--- src/rtl/piezo_arbiter.sv ---
`default_nettype none
// ============================================================================
//  Module   : piezo_arbiter
//  Purpose  : Three-channel arbiter for a single piezo tone generator. ch0 is
//             the alert channel: it has absolute priority, preempts ch1/ch2
//             immediately and is never preempted itself. ch1 and ch2 share the
//             generator round-robin, and an owner is rotated out only after it
//             has played for MIN_HOLD cycles. All outputs are registered.
//  Ports    : clk            - sole clock, rising edge
//             rst            - asynchronous active-high reset
//             req[2:0]       - per-channel request (ch0 = alert)
//             tones[71:0]    - channel i switch period at [24*i+23:24*i]
//             grant[2:0]     - one-hot grant to the owner, zero when idle
//             tone[23:0]     - switch period of the owner, zero when idle
//             output_enable  - tone generator enable
//             active_ch[1:0] - encoded owner, 3 when no owner
//  Options  : PIEZO_ARBITER_GAP_EN - when defined, every owner switch passes
//             through GAP_CYCLES cycles of silence before the next owner is
//             chosen; otherwise the switch is PLAY->PLAY on the next edge.
//  Revision : 1.0 - initial release
// ============================================================================
module piezo_arbiter #(
    parameter int MIN_HOLD   = 33000,
    parameter int GAP_CYCLES = 3300
) (
    input  logic        clk,
    input  logic        rst,
    input  logic [2:0]  req,
    input  logic [71:0] tones,
    output logic [2:0]  grant,
    output logic [23:0] tone,
    output logic        output_enable,
    output logic [1:0]  active_ch
);

    localparam int c_hold_w = (MIN_HOLD > 0) ? $clog2(MIN_HOLD + 1) : 1;
    localparam int c_gap_w  = (GAP_CYCLES > 1) ? $clog2(GAP_CYCLES) : 1;

    // The cycle being completed counts toward the hold, so an owner is rotated
    // out on the edge that ends its MIN_HOLD-th cycle of play.
    localparam logic [c_hold_w-1:0] c_hold_max  = c_hold_w'(MIN_HOLD);
    localparam logic [c_hold_w-1:0] c_hold_last = c_hold_w'((MIN_HOLD > 0) ? MIN_HOLD - 1 : 0);
    localparam logic [c_gap_w-1:0]  c_gap_last  = c_gap_w'((GAP_CYCLES > 0) ? GAP_CYCLES - 1 : 0);
    localparam logic [1:0]          c_no_owner  = 2'd3;

    typedef enum logic [1:0] {
        ST_IDLE = 2'd0,
        ST_PLAY = 2'd1,
        ST_GAP  = 2'd2
    } state_t;

    state_t                r_state;
    logic [1:0]            r_owner;
    logic [1:0]            r_rr_last;
    logic [c_hold_w-1:0]   r_hold_cnt;
    logic [c_gap_w-1:0]    r_gap_cnt;
    logic [2:0]            r_grant;
    logic [23:0]           r_tone;
    logic                  r_oe;
    logic [1:0]            r_active_ch;

    state_t                w_state_nxt;
    logic [1:0]            w_owner_nxt;
    logic [1:0]            w_rr_last_nxt;
    logic [c_hold_w-1:0]   w_hold_nxt;
    logic [c_gap_w-1:0]    w_gap_nxt;
    logic [1:0]            w_pick;
    logic                  w_owner_req;
    logic                  w_peer_req;
    logic                  w_hold_done;
    logic                  w_switch;
    logic                  w_go_play;
    logic [1:0]            w_go_owner;
    logic [2:0]            w_grant_nxt;
    logic [23:0]           w_tone_nxt;
    logic                  w_oe_nxt;
    logic [1:0]            w_active_nxt;

    // Winner selection: ch0 first, then the ch1/ch2 requester that follows
    // the last round-robin owner. Returns 3 when nobody requests.
    function automatic logic [1:0] pick_winner(input logic [2:0] r, input logic [1:0] last);
        logic [1:0] win;
        win = c_no_owner;
        if (r[0]) begin
            win = 2'd0;
        end else if (last == 2'd1) begin
            if (r[2])      win = 2'd2;
            else if (r[1]) win = 2'd1;
        end else begin
            if (r[1])      win = 2'd1;
            else if (r[2]) win = 2'd2;
        end
        return win;
    endfunction

    function automatic logic [23:0] tone_of(input logic [1:0] ch, input logic [71:0] t);
        logic [23:0] v;
        case (ch)
            2'd0:    v = t[23:0];
            2'd1:    v = t[47:24];
            2'd2:    v = t[71:48];
            default: v = 24'd0;
        endcase
        return v;
    endfunction

    assign w_pick      = pick_winner(req, r_rr_last);
    assign w_hold_done = (r_hold_cnt >= c_hold_last);

    always_comb begin
        w_owner_req = 1'b0;
        w_peer_req  = 1'b0;
        case (r_owner)
            2'd0: w_owner_req = req[0];
            2'd1: begin
                w_owner_req = req[1];
                w_peer_req  = req[2];
            end
            2'd2: begin
                w_owner_req = req[2];
                w_peer_req  = req[1];
            end
            default: w_owner_req = 1'b0;
        endcase
    end

    // Next-state logic
    always_comb begin
        w_state_nxt   = r_state;
        w_owner_nxt   = r_owner;
        w_rr_last_nxt = r_rr_last;
        w_hold_nxt    = r_hold_cnt;
        w_gap_nxt     = r_gap_cnt;
        w_switch      = 1'b0;
        w_go_play     = 1'b0;
        w_go_owner    = r_owner;

        case (r_state)
            ST_IDLE: begin
                if (w_pick != c_no_owner) begin
                    w_go_play  = 1'b1;
                    w_go_owner = w_pick;
                end
            end

            ST_PLAY: begin
                if (!w_owner_req) begin
                    // Release: hand over if anyone else waits, else go quiet.
                    if (req != 3'b000) begin
                        w_switch = 1'b1;
                    end else begin
                        w_state_nxt = ST_IDLE;
                        w_owner_nxt = c_no_owner;
                    end
                end else if (r_owner != 2'd0 && req[0]) begin
                    w_switch = 1'b1;
                end else if (r_owner != 2'd0 && w_peer_req && w_hold_done) begin
                    w_switch = 1'b1;
                end else if (r_hold_cnt != c_hold_max) begin
                    w_hold_nxt = r_hold_cnt + 1'b1;
                end
            end

            ST_GAP: begin
                if (r_gap_cnt == c_gap_last) begin
                    if (w_pick != c_no_owner) begin
                        w_go_play  = 1'b1;
                        w_go_owner = w_pick;
                    end else begin
                        w_state_nxt = ST_IDLE;
                        w_owner_nxt = c_no_owner;
                    end
                end else begin
                    w_gap_nxt = r_gap_cnt + 1'b1;
                end
            end

            default: begin
                w_state_nxt = ST_IDLE;
                w_owner_nxt = c_no_owner;
            end
        endcase

        // While a ch1/ch2 owner holds, r_rr_last equals that owner, so the
        // winner picked here is always the party that caused the switch.
        if (w_switch) begin
`ifdef PIEZO_ARBITER_GAP_EN
            w_state_nxt = ST_GAP;
            w_owner_nxt = c_no_owner;
            w_gap_nxt   = '0;
`else
            w_go_play  = 1'b1;
            w_go_owner = w_pick;
`endif
        end

        if (w_go_play) begin
            w_state_nxt = ST_PLAY;
            w_owner_nxt = w_go_owner;
            w_hold_nxt  = '0;
            if (w_go_owner != 2'd0) begin
                w_rr_last_nxt = w_go_owner;
            end
        end
    end

    // Output values for the next cycle, derived from the next state so the
    // registered outputs line up with the state register.
    always_comb begin
        w_grant_nxt  = 3'b000;
        w_tone_nxt   = 24'd0;
        w_oe_nxt     = 1'b0;
        w_active_nxt = c_no_owner;
        if (w_state_nxt == ST_PLAY) begin
            case (w_owner_nxt)
                2'd0:    w_grant_nxt = 3'b001;
                2'd1:    w_grant_nxt = 3'b010;
                2'd2:    w_grant_nxt = 3'b100;
                default: w_grant_nxt = 3'b000;
            endcase
            w_tone_nxt   = tone_of(w_owner_nxt, tones);
            w_oe_nxt     = 1'b1;
            w_active_nxt = w_owner_nxt;
        end
    end

    always_ff @(posedge clk or posedge rst) begin
        if (rst) begin
            r_state     <= ST_IDLE;
            r_owner     <= c_no_owner;
            r_rr_last   <= 2'd2;
            r_hold_cnt  <= '0;
            r_gap_cnt   <= '0;
            r_grant     <= 3'b000;
            r_tone      <= 24'd0;
            r_oe        <= 1'b0;
            r_active_ch <= c_no_owner;
        end else begin
            r_state     <= w_state_nxt;
            r_owner     <= w_owner_nxt;
            r_rr_last   <= w_rr_last_nxt;
            r_hold_cnt  <= w_hold_nxt;
            r_gap_cnt   <= w_gap_nxt;
            r_grant     <= w_grant_nxt;
            r_tone      <= w_tone_nxt;
            r_oe        <= w_oe_nxt;
            r_active_ch <= w_active_nxt;
        end
    end

    assign grant         = r_grant;
    assign tone          = r_tone;
    assign output_enable = r_oe;
    assign active_ch     = r_active_ch;

endmodule
`default_nettype wire

--- config.mk ---
export PLATFORM = sky130hd
export DESIGN_NAME = piezo_arbiter
export DESIGN_NICKNAME = d
export VERILOG_FILES = /design/src/rtl/piezo_arbiter.sv
export SDC_FILE = /design/constraint.sdc
export NUM_CORES = 1
export LEC_CHECK = 0
export CAP_MARGIN = 20
export CORE_MARGIN = 2
export CORE_UTILIZATION = 40
export DETAILED_ROUTE_END_ITERATION = 12
export PLACE_DENSITY = 0.76
export SKIP_LAST_GASP = 1
export SYNTH_ARGS = -nofsm -noshare
export SYNTH_HDL_FRONTEND = slang
export SYNTH_SLANG_ARGS = --single-unit
--- constraint.sdc ---
create_clock -name clk -period 3.4 [get_ports clk]
set_clock_uncertainty 0.05 [all_clocks]
set_input_delay 0.34 -clock clk [delete_from_list [all_inputs] [get_ports clk]]
set_output_delay 0.34 -clock clk [all_outputs]
set_load 0.02 [all_outputs]
== After elaboration in Yosys (flattened, before gate mapping) ==
Cells that the tools add are included.
Word-level totals
  bits in registers: 64
  word-level logic and storage cells: 86
  output and inout bits: 30
  bits of input ports: 77
Operators by class
  mux-type cells: 45
  add/sub/neg operators: 2
  eq/ne operators: 13
  order comparisons: 1
  bitwise gates (word level): 1
  reduce and logical (&&, ||, !) cells: 15
Operator list (count)
  $mux W16: 6
  $pmux W24 S3: 1
  $mux W2: 19
  $mux W24: 1
  $add A16 B1 Y16 const B: 1
  $ge A16 B16 Y1 const B: 1
  $ne A16 B16 Y1 const B: 1
  $add A12 B1 Y12 const B: 1
  $eq A12 B12 Y1 const B: 1
  $pmux W2 S3: 2
  $eq A2 B1 Y1 const B: 5
  $mux W1: 10
  $reduce_bool A2 Y1: 5
  $pmux W3 S3: 1
  $eq A2 B2 Y1 const B: 3
  $logic_not A2 Y1: 3
  $ne A2 B2 Y1 const B: 3
  $reduce_and A5 Y1: 1
  $pmux W1 S2: 2
  $pmux W2 S2: 1
  $reduce_and A2 Y1: 2
  $logic_and A1 B1 Y1: 3
  $mux W3: 1
  $pmux W1 S3: 1
  other kinds (2): 2

== Depth between registers and ports, before layout ==
Gate-level depths: netlist (run 1).
  word-level depth: 13
  depth in mapped cells: 9

== Worst setup path after synthesis (run 1) ==
OpenSTA, ideal clock, no wires.
  path kind: register to register
  start: reg r_owner[1]
  end: reg r_tone[2], in the netlist tone[2]
  arrival time: 2.263 ns
  stages on the path, launching flop included: 10
  setup slack: 0.955 ns
  data required time: 3.218 ns
  path through: dfstp_2 -> inv_1 -> ha_1 -> a221o_1 -> o2111ai_1 -> a21o_1 -> nand2_2 -> o2111ai_2 -> buf_2 -> o22ai_1
Between the ends
  word-level cells in the longest chain between the ends: 13
Ends and longest elaborated chain
  start: declaration: RTL line 53  | logic [1:0] r_owner;
  start signal: assignment: RTL line 230  | r_owner <= c_no_owner;
  start signal: assignment: RTL line 240  | r_owner <= w_owner_nxt;
  $eq A2 B2 Y1 or $eq A2 B1 Y1 (tied branches): RTL line 113  | case (r_owner)
  $pmux W1 S2: RTL line 113
  $logic_and A1 B1 Y1 (2 in a row): RTL line 157  | end else if (r_owner != 2'd0 && w_peer_req && w_hold_done) begin
  $mux W1: RTL line 157
  $mux W1: RTL line 155  | end else if (r_owner != 2'd0 && req[0]) begin
  $mux W1: RTL line 147  | if (!w_owner_req) begin
  $mux W1: RTL line 138  | case (r_state)
  $mux W2 or $mux W1 (tied branches): RTL line 186  | if (w_switch) begin
  $mux W2: RTL line 197  | if (w_go_play) begin
  $eq A2 B2 Y1, or another cell as far along: RTL line 98  | case (ch)
  $pmux W24 S3: RTL line 98
  $mux W24 (*): RTL line 214  | if (w_state_nxt == ST_PLAY) begin
  net w_tone_nxt[2]: RTL line 75  | logic [23:0] w_tone_nxt;
  end signal: assignment: RTL line 245  | r_tone <= w_tone_nxt;
  end: declaration: RTL line 58  | logic [23:0] r_tone;
Mark *: on every way through the listed nets, which the timed path passes. The rest lies on a longest branch.
A chain may end at the register's enable or synchronous reset.

== Final worst setup path (run 1) ==
  start: reg r_gap_cnt[0]
  end: reg r_tone[14], in the netlist tone[14]
Between the ends
  word-level cells in the longest chain between the ends: 8
Ends and longest elaborated chain
  start: declaration: RTL line 56  | logic [c_gap_w-1:0] r_gap_cnt;
  start signal: assignment: RTL line 243  | r_gap_cnt <= w_gap_nxt;
  $eq A12 B12 Y1 (*): RTL line 165  | if (r_gap_cnt == c_gap_last) begin
  $mux W2 or $mux W1 (tied branches): RTL line 165
  $pmux W2 S2 or $pmux W1 S2 (tied branches): RTL line 138
  $mux W2 or $mux W1 (tied branches): RTL line 186
  $mux W2: RTL line 197
  $eq A2 B2 Y1, or another cell as far along: RTL line 98
  $pmux W24 S3: RTL line 98
  $mux W24 (*): RTL line 214
  net w_tone_nxt[14]: RTL line 75
Marks and branches as above.

==> results of run 1 <==
==> power groups by stage <==
stage	combinational (mW)	clock [mW]	sequential, mW
2_1_floorplan	0.732	0	1.29
3_3_place_gp	1.54	0	1.07
3_5_place_dp	1.57	0	1.07
4_1_cts	1.58	0.818	1.06
5_1_grt	1.69	0.855	1.08
6_report	1.59	0.807	1.06
==> metrics by stage <==
stage               utilization, %  cells  worst slack, ns  cell area [sq um]
floorplan                        -    353            0.955               3780
global placement              54.1    563            0.385               4970
detailed placement            54.1    563            0.277               4970
CTS                           56.7    579            0.393               5220
global route                  56.9    580            0.491               5230
finish                        56.9    580            0.744               5230
==> cell families (layout without fill, tap and decap cells) <==
kind of cell	count (synthesis)	count (layout)
simple gates	111	111
flops	64	64
compound gates	45	45
fa+ha+maj	7	7
buf+inv	27	143
mux	75	75
xor+xnor	24	24
==> state kept, by name, summed over array words and instances, names as in the netlist <==
name	count
tone	24
grant	3
r_rr_last	2
r_hold_cnt	16
r_gap_cnt	12
r_owner	2
r_state	2
output_enable	1
active_ch	2
==> final timing paths <==
path / startpoint / to / slack [ns] / cells past startpoint
setup reg to reg: r_gap_cnt[0] / tone[14] / 0.74 / 10
hold reg to reg: r_rr_last[0] / r_rr_last[0] / 0.45 / 1
setup / recovery: r_gap_cnt[0] / tone[14] / 0.74 / 10
min in group clk: r_rr_last[0] / r_rr_last[0] / 0.45 / 1
hold / removal: rst / r_hold_cnt[7] / 0.20 / 2
max in group asynchronous: rst / r_owner[1] / 2.35 / 3
==> routing by layer <==
layer | part of all wire [%] | vias to the layer above
met3 | 3.5 | 14
met2 | 52 | 64
met5 | 0 | -
met1 | 42 | 1555
li1 | - | 1508
met4 | 1.8 | 0
==> synthesized netlist by cell type, drive strengths merged (3+ instances only) <==
cell / number / area (sq um)
and3: 4 / 25.0
dfrtp: 59 / 1480
nor2: 17 / 63.8
nand4: 9 / 56.3
mux2: 48 / 541
o22ai: 24 / 156
nand3: 12 / 60.1
nand2: 37 / 141
a21oi: 3 / 18.8
nor4: 3 / 25.0
buf: 11 / 78.8
nor3: 9 / 50.1
xnor2: 11 / 96.3
ha: 7 / 87.6
inv: 12 / 45.0
o21ai: 3 / 18.8
clkbuf: 4 / 15.0
mux2i: 27 / 270
xor2: 13 / 114
dfstp: 5 / 131
and4: 5 / 43.8
==> final cells by class <==
| type | count | area [sq um] | share of cell area [%] |
|---|---|---|---|
| clock buffer | 11 | 141 | 2.70 |
| clock inverter | 5 | 104 | 1.98 |
| inverter | 12 | 45.0 | 0.861 |
| multi-input combinational | 262 | 2030 | 38.9 |
| sequential | 64 | 1610 | 30.7 |
| tap | 111 | 139 | 2.65 |
| timing repair buffer | 115 | 1160 | 22.2 |
==> run summary, run 1 <==
YOSYS
---------------------------------------------------------------------------------
Adder and majority gate portion of the synthesized area                     2.32%
Most used flip-flop cell after synthesis                             sky130_fd_sc_hd__dfrtp_1
Ys Warns                                                                        0
Post-synthesis simple-gate area fraction                                    15.6%
Mux contribution to synthesized area                                        21.4%
Portion of the post-synthesis area used by sequential elements              42.5%
Number of standard cells after synthesis                                      353
Number of flops mapped to enable cells by yosys                                 0
Nets in the synthesized netlist                                               437
Combinational family with the most area after synthesis              multiplexers
Post-synthesis instance area                                           3780 sq um
Distinct cells, synth                                                          54
Avg Synthesized Cell Area                                              10.7 sq um
Area fraction in compound gates after synthesis                             8.87%
Fraction of registers with async set/reset                                   100%
Flops & latches, synth                                                         64
Xor and xnor area share after synthesis                                     5.56%

GLOBAL ROUTING
---------------------------------------------------------------------------------
Met1 global-route usage                                                     23.4%
Pin count of the biggest net entering global routing                           35
Number of antenna violations at the first check in global routing               0
Total global routing overflow                                                   0
Via count of the first global-routing pass                                   3194
Global-route met3 utilization                                               2.83%
Wire length of the first global-routing pass                              15.1 mm
All-layer global routing usage                                              18.8%
Met2 track utilization from global routing                                  33.3%
Routing layer with the top usage in global route                             met2

CLOCK TREE
---------------------------------------------------------------------------------
Post-cts repair resize count                                                    0
Clock Root Buffer                                                    sky130_fd_sc_hd__clkbuf_8
Count of hold-fix buffers inserted at cts                                       0
TritonCTS clock tree                                                          yes
Number of clock buffers inserted by TritonCTS                                   9
Clock Latency Late Sink                                                   0.34 ns
Register clock-pin slew on the reported worst setup and hold paths        0.08 ns
Count of H-tree levels built during CTS                                         3
Maximum buffer depth of the clock tree                                          2
Post CTS Setup Buffer Count                                                     0
Clock sink total                                                               64

WORST SETUP PATH
---------------------------------------------------------------------------------
Kind of end point of the critical path                                  flip-flop
Cell seen most often among critical-path stages                      sky130_fd_sc_hd__buf_4
Highest cell delay on the worst timing path                               0.42 ns
Critical path launch point type                                         flip-flop
Standard cell with the maximum stage delay on the critical path      sky130_fd_sc_hd__dfrtp_1
Required time reported for the critical path endpoint                     3.55 ns
Critical setup path kind                                               reg -> reg
CP Buf/Inv Count                                                                3
Top Family by Delay on Critical Path                                 compound AO/OA/AOI/OAI gates
Worst-path maximum fanout                                                      30
Critical path data arrival time                                           2.81 ns
Cell breakdown of the critical path                                  ha_1, and4_1, nand3_1, a21o_1, inv_1, buf_4, a21boi_0, o21ai_2, buf_4, o22ai_1

TIMING
---------------------------------------------------------------------------------
Maximum operating frequency                                             0.377 GHz
Minimum clock period                                                      2.66 ns
Worst hold slack after final layout                                      0.203 ns
Final critical-path share of the clock period                               78.1%
Setup violation total in the final timing report                                0
Unrepaired setup endpoints after global routing                                no
Setup Total Neg Slack                                                        0 ns
Max transition margin                                                       55.4%
Worst Max-Slew Pin Slew                                                  0.668 ns
Hold Vio Cnt, Final                                                             0
Max Transition Viols Final                                                      0

DIE
---------------------------------------------------------------------------------
Rows                                                                           35
Initial Util                                                                41.1%
I/O Pins                                                                      107
DIE WIDTH                                                                  101 um
Die Height                                                                 101 um
Placeable core area                                                    9200 sq um
Area of the die                                                       10200 sq um

CELLS AND AREA
---------------------------------------------------------------------------------
Count of filler cells inserted in the layout                                  793
Post-synthesis to final-layout area growth                                  38.4%
Number of nets in the final layout                                            548
Commonest cells after routing, fill and taps aside                   sky130_fd_sc_hd__clkdlybuf4s50_1, sky130_fd_sc_hd__dfrtp_1, sky130_fd_sc_hd__mux2_2, sky130_fd_sc_hd__nand2_1, sky130_fd_sc_hd__mux2i_1
Share of post-route cells with drive strength above 1                       19.0%
Number of antenna cells inserted                                                0
Most common cell after layout, fill and taps aside                   sky130_fd_sc_hd__clkdlybuf4s50_1

ROUTING
---------------------------------------------------------------------------------
Via-per-instance ratio                                                       5.42
Routed wire length                                                        9.56 mm
Post-DRT Antenna Nets                                                           0
Total via count after detailed routing                                       3141
Drt first-iter violations                                                      89
Drt wl/cell                                                               16.5 um
Drt drc                                                                         0
First drt pass iteration count                                                  4

POWER
---------------------------------------------------------------------------------
Worst supply voltage drop on vdd                                         0.279 mV
Clk network pwr share                                                       23.3%
Comb pwr share                                                              45.9%
Total net switching power                                                 1.20 mW
Int Power                                                                 2.26 mW
Lkg Pwr                                                                   2.24 nW
Total Power Consumption                                                   3.46 mW
Power per cell area                                                   661 nW/um^2
Sequential group share of total power                                       30.7%
Net switching fraction of the power                                         34.6%

PLACE
---------------------------------------------------------------------------------
Detailed Place HPWL                                                       6.90 mm
Final estimated routing congestion in global placement                      0.786
Total of buffers placed on input and output ports                             106

RUN STATUS
---------------------------------------------------------------------------------
Status                                                               complete, no violations

JOB
---------------------------------------------------------------------------------
Count of max-cap constraint violations                                          0

HOLD PATH
---------------------------------------------------------------------------------
Tightest Hold Check Type                                              in -> async

No activity file was read; power rests on OpenSTA's default activity.
==> run 2: changes to the inputs <==
==> constraint.sdc (replaced) <==
create_clock -name clk -period 2.7 [get_ports clk]
set_clock_uncertainty 0.05 [all_clocks]
set_input_delay 0.27 -clock clk [delete_from_list [all_inputs] [get_ports clk]]
set_output_delay 0.27 -clock clk [all_outputs]
set_load 0.02 [all_outputs]
==> run 2 against run 1 <==
Combinational power rose by 30%. Setup slack got worse by 0.61 ns. First-iteration DRC count rose by 28%. Global-route usage rose by 0.77 points. Cell area rose by 1.9%. Critical path depth fell by 1. Largest cell class unchanged. Largest power group unchanged.
==> run summary, run 2 (same netlist as run 1, synthesis figures left out) <==
RUN STATUS
---------------------------------------------------------------------------------
Status                                                               complete, no violations

GLOBAL ROUTING
---------------------------------------------------------------------------------
Number of antenna violations at the first check in global routing               0   unchanged
Total global routing overflow                                                   0   unchanged
All-layer global routing usage                                              19.6%   +0.77 points
Via count of the first global-routing pass                                   3281   +2.7%
Pin count of the biggest net entering global routing                           65   +86%
Wire length of the first global-routing pass                              15.9 mm   +5.2%

WORST SETUP PATH
---------------------------------------------------------------------------------
Critical path launch point type                                         flip-flop
Highest cell delay on the worst timing path                               0.56 ns   +0.14 ns
Cell breakdown of the critical path                                  inv_1, ha_1, a221o_1, o2111ai_1, a21o_1, nand2_2, o2111ai_2, buf_12, o22ai_1
Kind of end point of the critical path                                  flip-flop
Top Family by Delay on Critical Path                                 compound AO/OA/AOI/OAI gates
Critical setup path kind                                               reg -> reg
CP Buf/Inv Count                                                                2   -1
Standard cell with the maximum stage delay on the critical path      sky130_fd_sc_hd__dfstp_2
Worst-path maximum fanout                                                      24   -20%
Critical path data arrival time                                           2.73 ns   -0.08 ns
Required time reported for the critical path endpoint                     2.86 ns   -0.69 ns

CLOCK TREE
---------------------------------------------------------------------------------
Count of hold-fix buffers inserted at cts                                       0   unchanged
Register clock-pin slew on the reported worst setup and hold paths        0.07 ns   about the same
Maximum buffer depth of the clock tree                                          2   unchanged
Clock Latency Late Sink                                                   0.34 ns   about the same
Number of clock buffers inserted by TritonCTS                                   9   unchanged
Count of H-tree levels built during CTS                                         3   unchanged
Clock sink total                                                               64   unchanged
TritonCTS clock tree                                                          yes
Clock Root Buffer                                                    sky130_fd_sc_hd__clkbuf_8

POWER
---------------------------------------------------------------------------------
Sequential group share of total power                                       30.9%   +0.2 points
Clk network pwr share                                                       21.4%   -1.9 points
Power per cell area                                                   813 nW/um^2   +23%
Total net switching power                                                 1.53 mW   +28%
Lkg Pwr                                                                   2.30 nW   +2.4%
Worst supply voltage drop on vdd                                         0.399 mV   +43%
Int Power                                                                 2.81 mW   +24%
Net switching fraction of the power                                         35.3%   +0.68 points
Comb pwr share                                                              47.7%   +1.8 points
Total Power Consumption                                                   4.34 mW   +25%

PLACE
---------------------------------------------------------------------------------
Final estimated routing congestion in global placement                      0.788   +0.27%
Worst slack at placement                                               0.00811 ns   -0.269 ns
Dpl cell area                                                          5090 sq um   +2.3%
Detailed Place HPWL                                                       6.91 mm   +0.15%
Total of buffers placed on input and output ports                             106   unchanged

CELLS AND AREA
---------------------------------------------------------------------------------
Flip-flop count of the largest register after layout                           24   unchanged
Post-synthesis to final-layout area growth                                  41.0%
Number of antenna cells inserted                                                0   unchanged
Multi-input gate area                                                  2040 sq um   +0.25%
Number of nets in the final layout                                            561   +2.4%
Commonest cells after routing, fill and taps aside                   sky130_fd_sc_hd__clkdlybuf4s50_1, sky130_fd_sc_hd__dfrtp_1, sky130_fd_sc_hd__mux2_2, sky130_fd_sc_hd__nand2_1, sky130_fd_sc_hd__mux2i_1
Post-route cell area                                                   5330 sq um   +1.9%
Share of post-route cells with drive strength above 1                       21.6%   +2.6 points
Count of filler cells inserted in the layout                                  784   -1.1%
Sequential standard cell area                                          1610 sq um   unchanged
Most common cell after layout, fill and taps aside                   sky130_fd_sc_hd__clkdlybuf4s50_1

ROUTING
---------------------------------------------------------------------------------
Via-per-instance ratio                                                       5.41   -0.14%
Drt drc                                                                         0   unchanged
Post-DRT Antenna Nets                                                           0   unchanged
First drt pass iteration count                                                  4   unchanged
Routed wire length                                                        9.80 mm   +2.5%
Total via count after detailed routing                                       3207   +2.1%
Drt wl/cell                                                               16.5 um   +0.27%
Drt first-iter violations                                                     114   +28%

DIE
---------------------------------------------------------------------------------
Die Height                                                                 101 um   unchanged
Placeable core area                                                    9200 sq um   unchanged
Initial Util                                                                41.1%   unchanged
DIE WIDTH                                                                  101 um   unchanged
I/O Pins                                                                      107   unchanged
Area of the die                                                       10200 sq um   unchanged
Rows                                                                           35   unchanged

TIMING
---------------------------------------------------------------------------------
Maximum operating frequency                                             0.389 GHz   +3.4%
Max transition margin                                                       61.8%   +6.4 points
Max Transition Viols Final                                                      0   unchanged
Worst Max-Slew Pin Slew                                                  0.570 ns   -0.0976 ns
Hold Vio Cnt, Final                                                             0   unchanged
Minimum clock period                                                      2.57 ns   -0.0882 ns
Final setup margin                                                       0.132 ns   -0.612 ns
Setup violation total in the final timing report                                0   unchanged
Final critical-path share of the clock period                               95.1%   +17 points

JOB
---------------------------------------------------------------------------------
Count of max-cap constraint violations                                          0   unchanged

HOLD PATH
---------------------------------------------------------------------------------
Tightest Hold Check Type                                              in -> async

==> run 2: changes by cell type in the layout (fill, tap and decap cells not counted), sizes merged <==
cell and change:
clkinv -1, buf +13, clkinvlp +3, inv -1, bufinv -1
==> run 2: final cells by class <==
type                    instances  share of cell area (%)
multi-input cells             262                    38.2
flip-flops and latches         64                    30.2
repair buffers                128                    23.9
clock buffers                  11                    2.65
well taps                     111                    2.60
clock inverters                 5                    1.50
inverters                      12                   0.915
==> run 2: worst reg2reg max path, delay by kind of cell (launching register included) <==
| kind | cells | cell delay, ns |
|---|---|---|
| flops | 1 | 0.56 |
| buf+inv | 2 | 0.27 |
| compound gates | 5 | 1.19 |
| simple gates | 1 | 0.17 |
| fa+ha+maj | 1 | 0.20 |
==> run 2: power groups by stage <==
| stage | clock [mW] | sequential, mW | combinational [mW] |
|---|---|---|---|
| floorplan | 0 | 1.62 | 0.922 |
| global placement | 0 | 1.35 | 2.03 |
| detailed placement | 0 | 1.35 | 2.07 |
| CTS | 0.945 | 1.34 | 2.07 |
| global route | 0.997 | 1.37 | 2.21 |
| finish | 0.928 | 1.34 | 2.07 |
==> run 2: path summary, 6_finish.rpt <==
check,from,cells after the start,to,slack (ns)
setup / recovery,r_owner[1],9,tone[12],0.13
hold / removal,rst,3,tone[17],0.27
setup reg to reg,r_owner[1],9,tone[12],0.13
hold reg to reg,r_gap_cnt[11],1,r_gap_cnt[11],0.45
max in group asynchronous,rst,3,r_owner[1],2.01
min in group clk,tones[55],3,tone[7],0.43
==> run 2: through the flow <==
stage               setup TNS, ns  hold WS, ns  instances  util (%)
floorplan                       0        0.367        353         -
global placement                0        0.426        575      55.3
detailed placement              0        0.438        575      55.3
CTS                             0        0.287        591      57.7
global route            -0.000433        0.313        593      58.0
finish                          0        0.270        593      58.0
==> run 2: what timing repair did <==
item | 4_1_cts | 5_1_grt
buffers inserted | 0 | 2
gates resized for setup | 0 | 3
setup endpoints to repair | 0 | 25
==> run 2: layer usage <==
| layer | share of wire [%] | GRT usage, % |
|---|---|---|
| met1 | 44 | 25.5 |
| met3 | 4.1 | 4.76 |
| met4 | 1.9 | 5.82 |
| met2 | 50 | 32.5 |
| met5 | 0 | 0 |
==> run 3: changes to the inputs <==
--- a/config.mk
+++ b/config.mk
@@ -7,9 +7,9 @@
 export LEC_CHECK = 0
 export CAP_MARGIN = 20
 export CORE_MARGIN = 2
-export CORE_UTILIZATION = 40
+export CORE_UTILIZATION = 52
 export DETAILED_ROUTE_END_ITERATION = 12
-export PLACE_DENSITY = 0.76
+export PLACE_DENSITY = 0.93
 export SKIP_LAST_GASP = 1
 export SYNTH_ARGS = -nofsm -noshare
 export SYNTH_HDL_FRONTEND = slang
==> constraint.sdc (replaced) <==
create_clock -name clk -period 3.1 [get_ports clk]
set_clock_uncertainty 0.05 [all_clocks]
set_input_delay 0.31 -clock clk [delete_from_list [all_inputs] [get_ports clk]]
set_output_delay 0.31 -clock clk [all_outputs]
set_load 0.02 [all_outputs]
==> run 3 against run 2 <==
Die area down 22%. Register-to-register slack better by 0.13 ns. Hold slack improved by 0.015 ns. Power shrank 13%. Clock power shrank 12%. First-iteration DRC count increased by 84%. Flip-flop and latch count is the same. Cell count decreased by 3.7%. Combinational power decreased by 14%. Critical path depth is 1 higher. Critical endpoint is now tone[9]. Largest cell class unchanged.
==> run summary, run 3 (same netlist as run 1, synthesis figures left out) <==
TIMING
---------------------------------------------------------------------------------
Hold Vio Cnt, Final                                                             0   unchanged
Final critical-path share of the clock period                               91.5%   -3.6 points
Max transition margin                                                       56.2%   -5.6 points
Maximum operating frequency                                             0.352 GHz   -9.5%
Final setup margin                                                       0.262 ns   +0.130 ns
Setup violation total in the final timing report                                0   unchanged
Unrepaired setup endpoints after global routing                                no
Max Transition Viols Final                                                      0   unchanged
Worst Max-Slew Pin Slew                                                  0.656 ns   +0.0853 ns
Minimum clock period                                                      2.84 ns   +0.270 ns

GLOBAL ROUTING
---------------------------------------------------------------------------------
Pin count of the biggest net entering global routing                           31   -52%
All-layer global routing usage                                              25.3%   +5.7 points
Total global routing overflow                                                   0   unchanged
Wire length of the first global-routing pass                              15.3 mm   -3.7%
Via count of the first global-routing pass                                   3427   +4.4%
Number of antenna violations at the first check in global routing               0   unchanged

WORST SETUP PATH
---------------------------------------------------------------------------------
Register-to-Register Path Depth                                                10   +1
Critical path launch point type                                         flip-flop
Critical path data arrival time                                           3.04 ns   +0.31 ns
Required time reported for the critical path endpoint                     3.30 ns   +0.44 ns
Critical setup path kind                                               reg -> reg
Worst-path maximum fanout                                                      14   -42%
Kind of end point of the critical path                                  flip-flop
Worst flop-to-flop path endpoint                                          tone[9]
Reg-to-reg slack, setup                                                   0.26 ns   +0.13 ns
Critical R2R Launch                                                    r_owner[1]

PLACE
---------------------------------------------------------------------------------
Total of buffers placed on input and output ports                             106   unchanged
Dpl cell area                                                          4970 sq um   -2.4%
Detailed Place HPWL                                                       6.91 mm   about the same
Worst slack at placement                                               -0.0458 ns   -0.0539 ns
Final estimated routing congestion in global placement                      0.775   -1.6%

POWER
---------------------------------------------------------------------------------
Sequential group share of total power                                       30.9%   about the same
Power per cell area                                                   722 nW/um^2   -11%
Total net switching power                                                 1.35 mW   -12%
Worst supply voltage drop on vdd                                         0.439 mV   +10%
Comb pwr share                                                              47.3%   -0.4 points
Lkg Pwr                                                                   2.24 nW   -2.6%
Int Power                                                                 2.42 mW   -14%
Net switching fraction of the power                                         35.8%   +0.52 points
Clk network pwr share                                                       21.8%   +0.4 points

CELLS AND AREA
---------------------------------------------------------------------------------
Number of nets in the final layout                                            551   -1.8%
Number of antenna cells inserted                                                0   unchanged
Post-route cell area                                                   5210 sq um   -2.3%
Commonest cells after routing, fill and taps aside                   sky130_fd_sc_hd__clkdlybuf4s50_1, sky130_fd_sc_hd__dfrtp_1, sky130_fd_sc_hd__mux2_2, sky130_fd_sc_hd__nand2_1, sky130_fd_sc_hd__mux2i_1
Post-synthesis to final-layout area growth                                  37.9%
Most common cell after layout, fill and taps aside                   sky130_fd_sc_hd__clkdlybuf4s50_1
Flip-flop count of the largest register after layout                           24   unchanged
Share of post-route cells with drive strength above 1                       19.7%   -1.9 points
Utilization after layout                                                    73.0%   +15 points

ROUTING
---------------------------------------------------------------------------------
Total via count after detailed routing                                       3306   +3.1%
Drt wl/cell                                                               17.6 um   +6.6%
Drt drc                                                                         0   unchanged
First drt pass iteration count                                                  7   +3
Via-per-instance ratio                                                       5.79   +7.1%
Drt first-iter violations                                                     210   +84%
Routed wire length                                                        10.1 mm   +2.6%
Post-DRT Antenna Nets                                                           0   unchanged

DIE
---------------------------------------------------------------------------------
Initial Util                                                                53.0%   +12 points
Rows                                                                           31   -11%
Die Height                                                                89.3 um   -12%
I/O Pins                                                                      107   unchanged
Area of the die                                                        7970 sq um   -22%
Placeable core area                                                    7140 sq um   -22%
DIE WIDTH                                                                 89.3 um   -12%

CLOCK TREE
---------------------------------------------------------------------------------
Count of H-tree levels built during CTS                                         3   unchanged
Maximum buffer depth of the clock tree                                          2   unchanged
Clock Latency Late Sink                                                   0.35 ns   about the same
Clock Root Buffer                                                    sky130_fd_sc_hd__clkbuf_8
Count of hold-fix buffers inserted at cts                                       0   unchanged
Clock sink total                                                               64   unchanged
Number of clock buffers inserted by TritonCTS                                   9   unchanged
Post CTS Setup Buffer Count                                                     0   unchanged
Register clock-pin slew on the reported worst setup and hold paths        0.08 ns   about the same
Post-cts repair resize count                                                    0   unchanged
TritonCTS clock tree                                                          yes

HOLD PATH
---------------------------------------------------------------------------------
Tightest Hold Check Type                                              in -> async

RUN STATUS
---------------------------------------------------------------------------------
Status                                                               complete, no violations

JOB
---------------------------------------------------------------------------------
Count of max-cap constraint violations                                          0   unchanged

[run 3: cell types whose count changed in the layout (fill, tap and decap cells not counted), sizes merged]
cell      change
buf          -10
inv           +1
clkinvlp      -1
clkbuf        -1
clkinv        +1
[run 3: worst max-delay path by stage]
stage | startpoint | to
floorplan | r_owner[1] | tone[2]
global placement | req[2] | tone[22]
detailed placement | req[2] | tone[0]
CTS | r_owner[1] | tone[9]
global route | r_owner[1] | tone[9]
finish | r_owner[1] | tone[9]
[run 3: metrics by stage]
step	power, mW	std cells	setup TNS, ns	hold WS, ns
global route	3.93	571	0	0.335
CTS	3.74	570	0	0.304
finish	3.76	571	0	0.285
floorplan	2.21	353	0	0.402
global placement	2.85	554	0	0.420
detailed placement	2.91	554	-0.0929	0.431
[run 3: power groups by stage]
stage | Sequential [mW] | Clock (mW) | Combinational [mW]
2_1_floorplan | 1.41 | 0 | 0.803
3_3_place_gp | 1.18 | 0 | 1.67
3_5_place_dp | 1.17 | 0 | 1.74
4_1_cts | 1.16 | 0.824 | 1.75
5_1_grt | 1.18 | 0.874 | 1.87
6_report | 1.16 | 0.820 | 1.78
[run 3: area by class of cell]
type,instances,area (sq um)
Sequential cell,64,1610
Timing Repair Buffer,118,1170
Clock inverter,6,92.6
Inverter,12,45.0
Clock buffer,10,138
Multi-Input combinational cell,262,2030
Fill cell,472,1920
Tap cell,99,124
[run 3: critical path: stages (launching register included)]
cell and delay [ns]:
sky130_fd_sc_hd__dfstp_2 0.56, sky130_fd_sc_hd__inv_1 0.07, sky130_fd_sc_hd__ha_1 0.19, sky130_fd_sc_hd__a221o_1 0.34, sky130_fd_sc_hd__o2111ai_1 0.14, sky130_fd_sc_hd__buf_4 0.19, sky130_fd_sc_hd__a21oi_1 0.08, sky130_fd_sc_hd__o21ai_0 0.27
sky130_fd_sc_hd__o2111ai_2 0.39, sky130_fd_sc_hd__buf_8 0.29, sky130_fd_sc_hd__o22ai_1 0.17
[run 3: layer usage]
metal  share of wire, %  vias to the layer above  GRT usage [%]  routed length, um
met4                3.9                        0           14.4                394
met5                  0                        -              0                  0
met3                6.0                       42           7.20                600
met2                 53                      150           43.6               5380
met1                 37                     1591           27.8               3690
li1                   -                     1523              -                  -
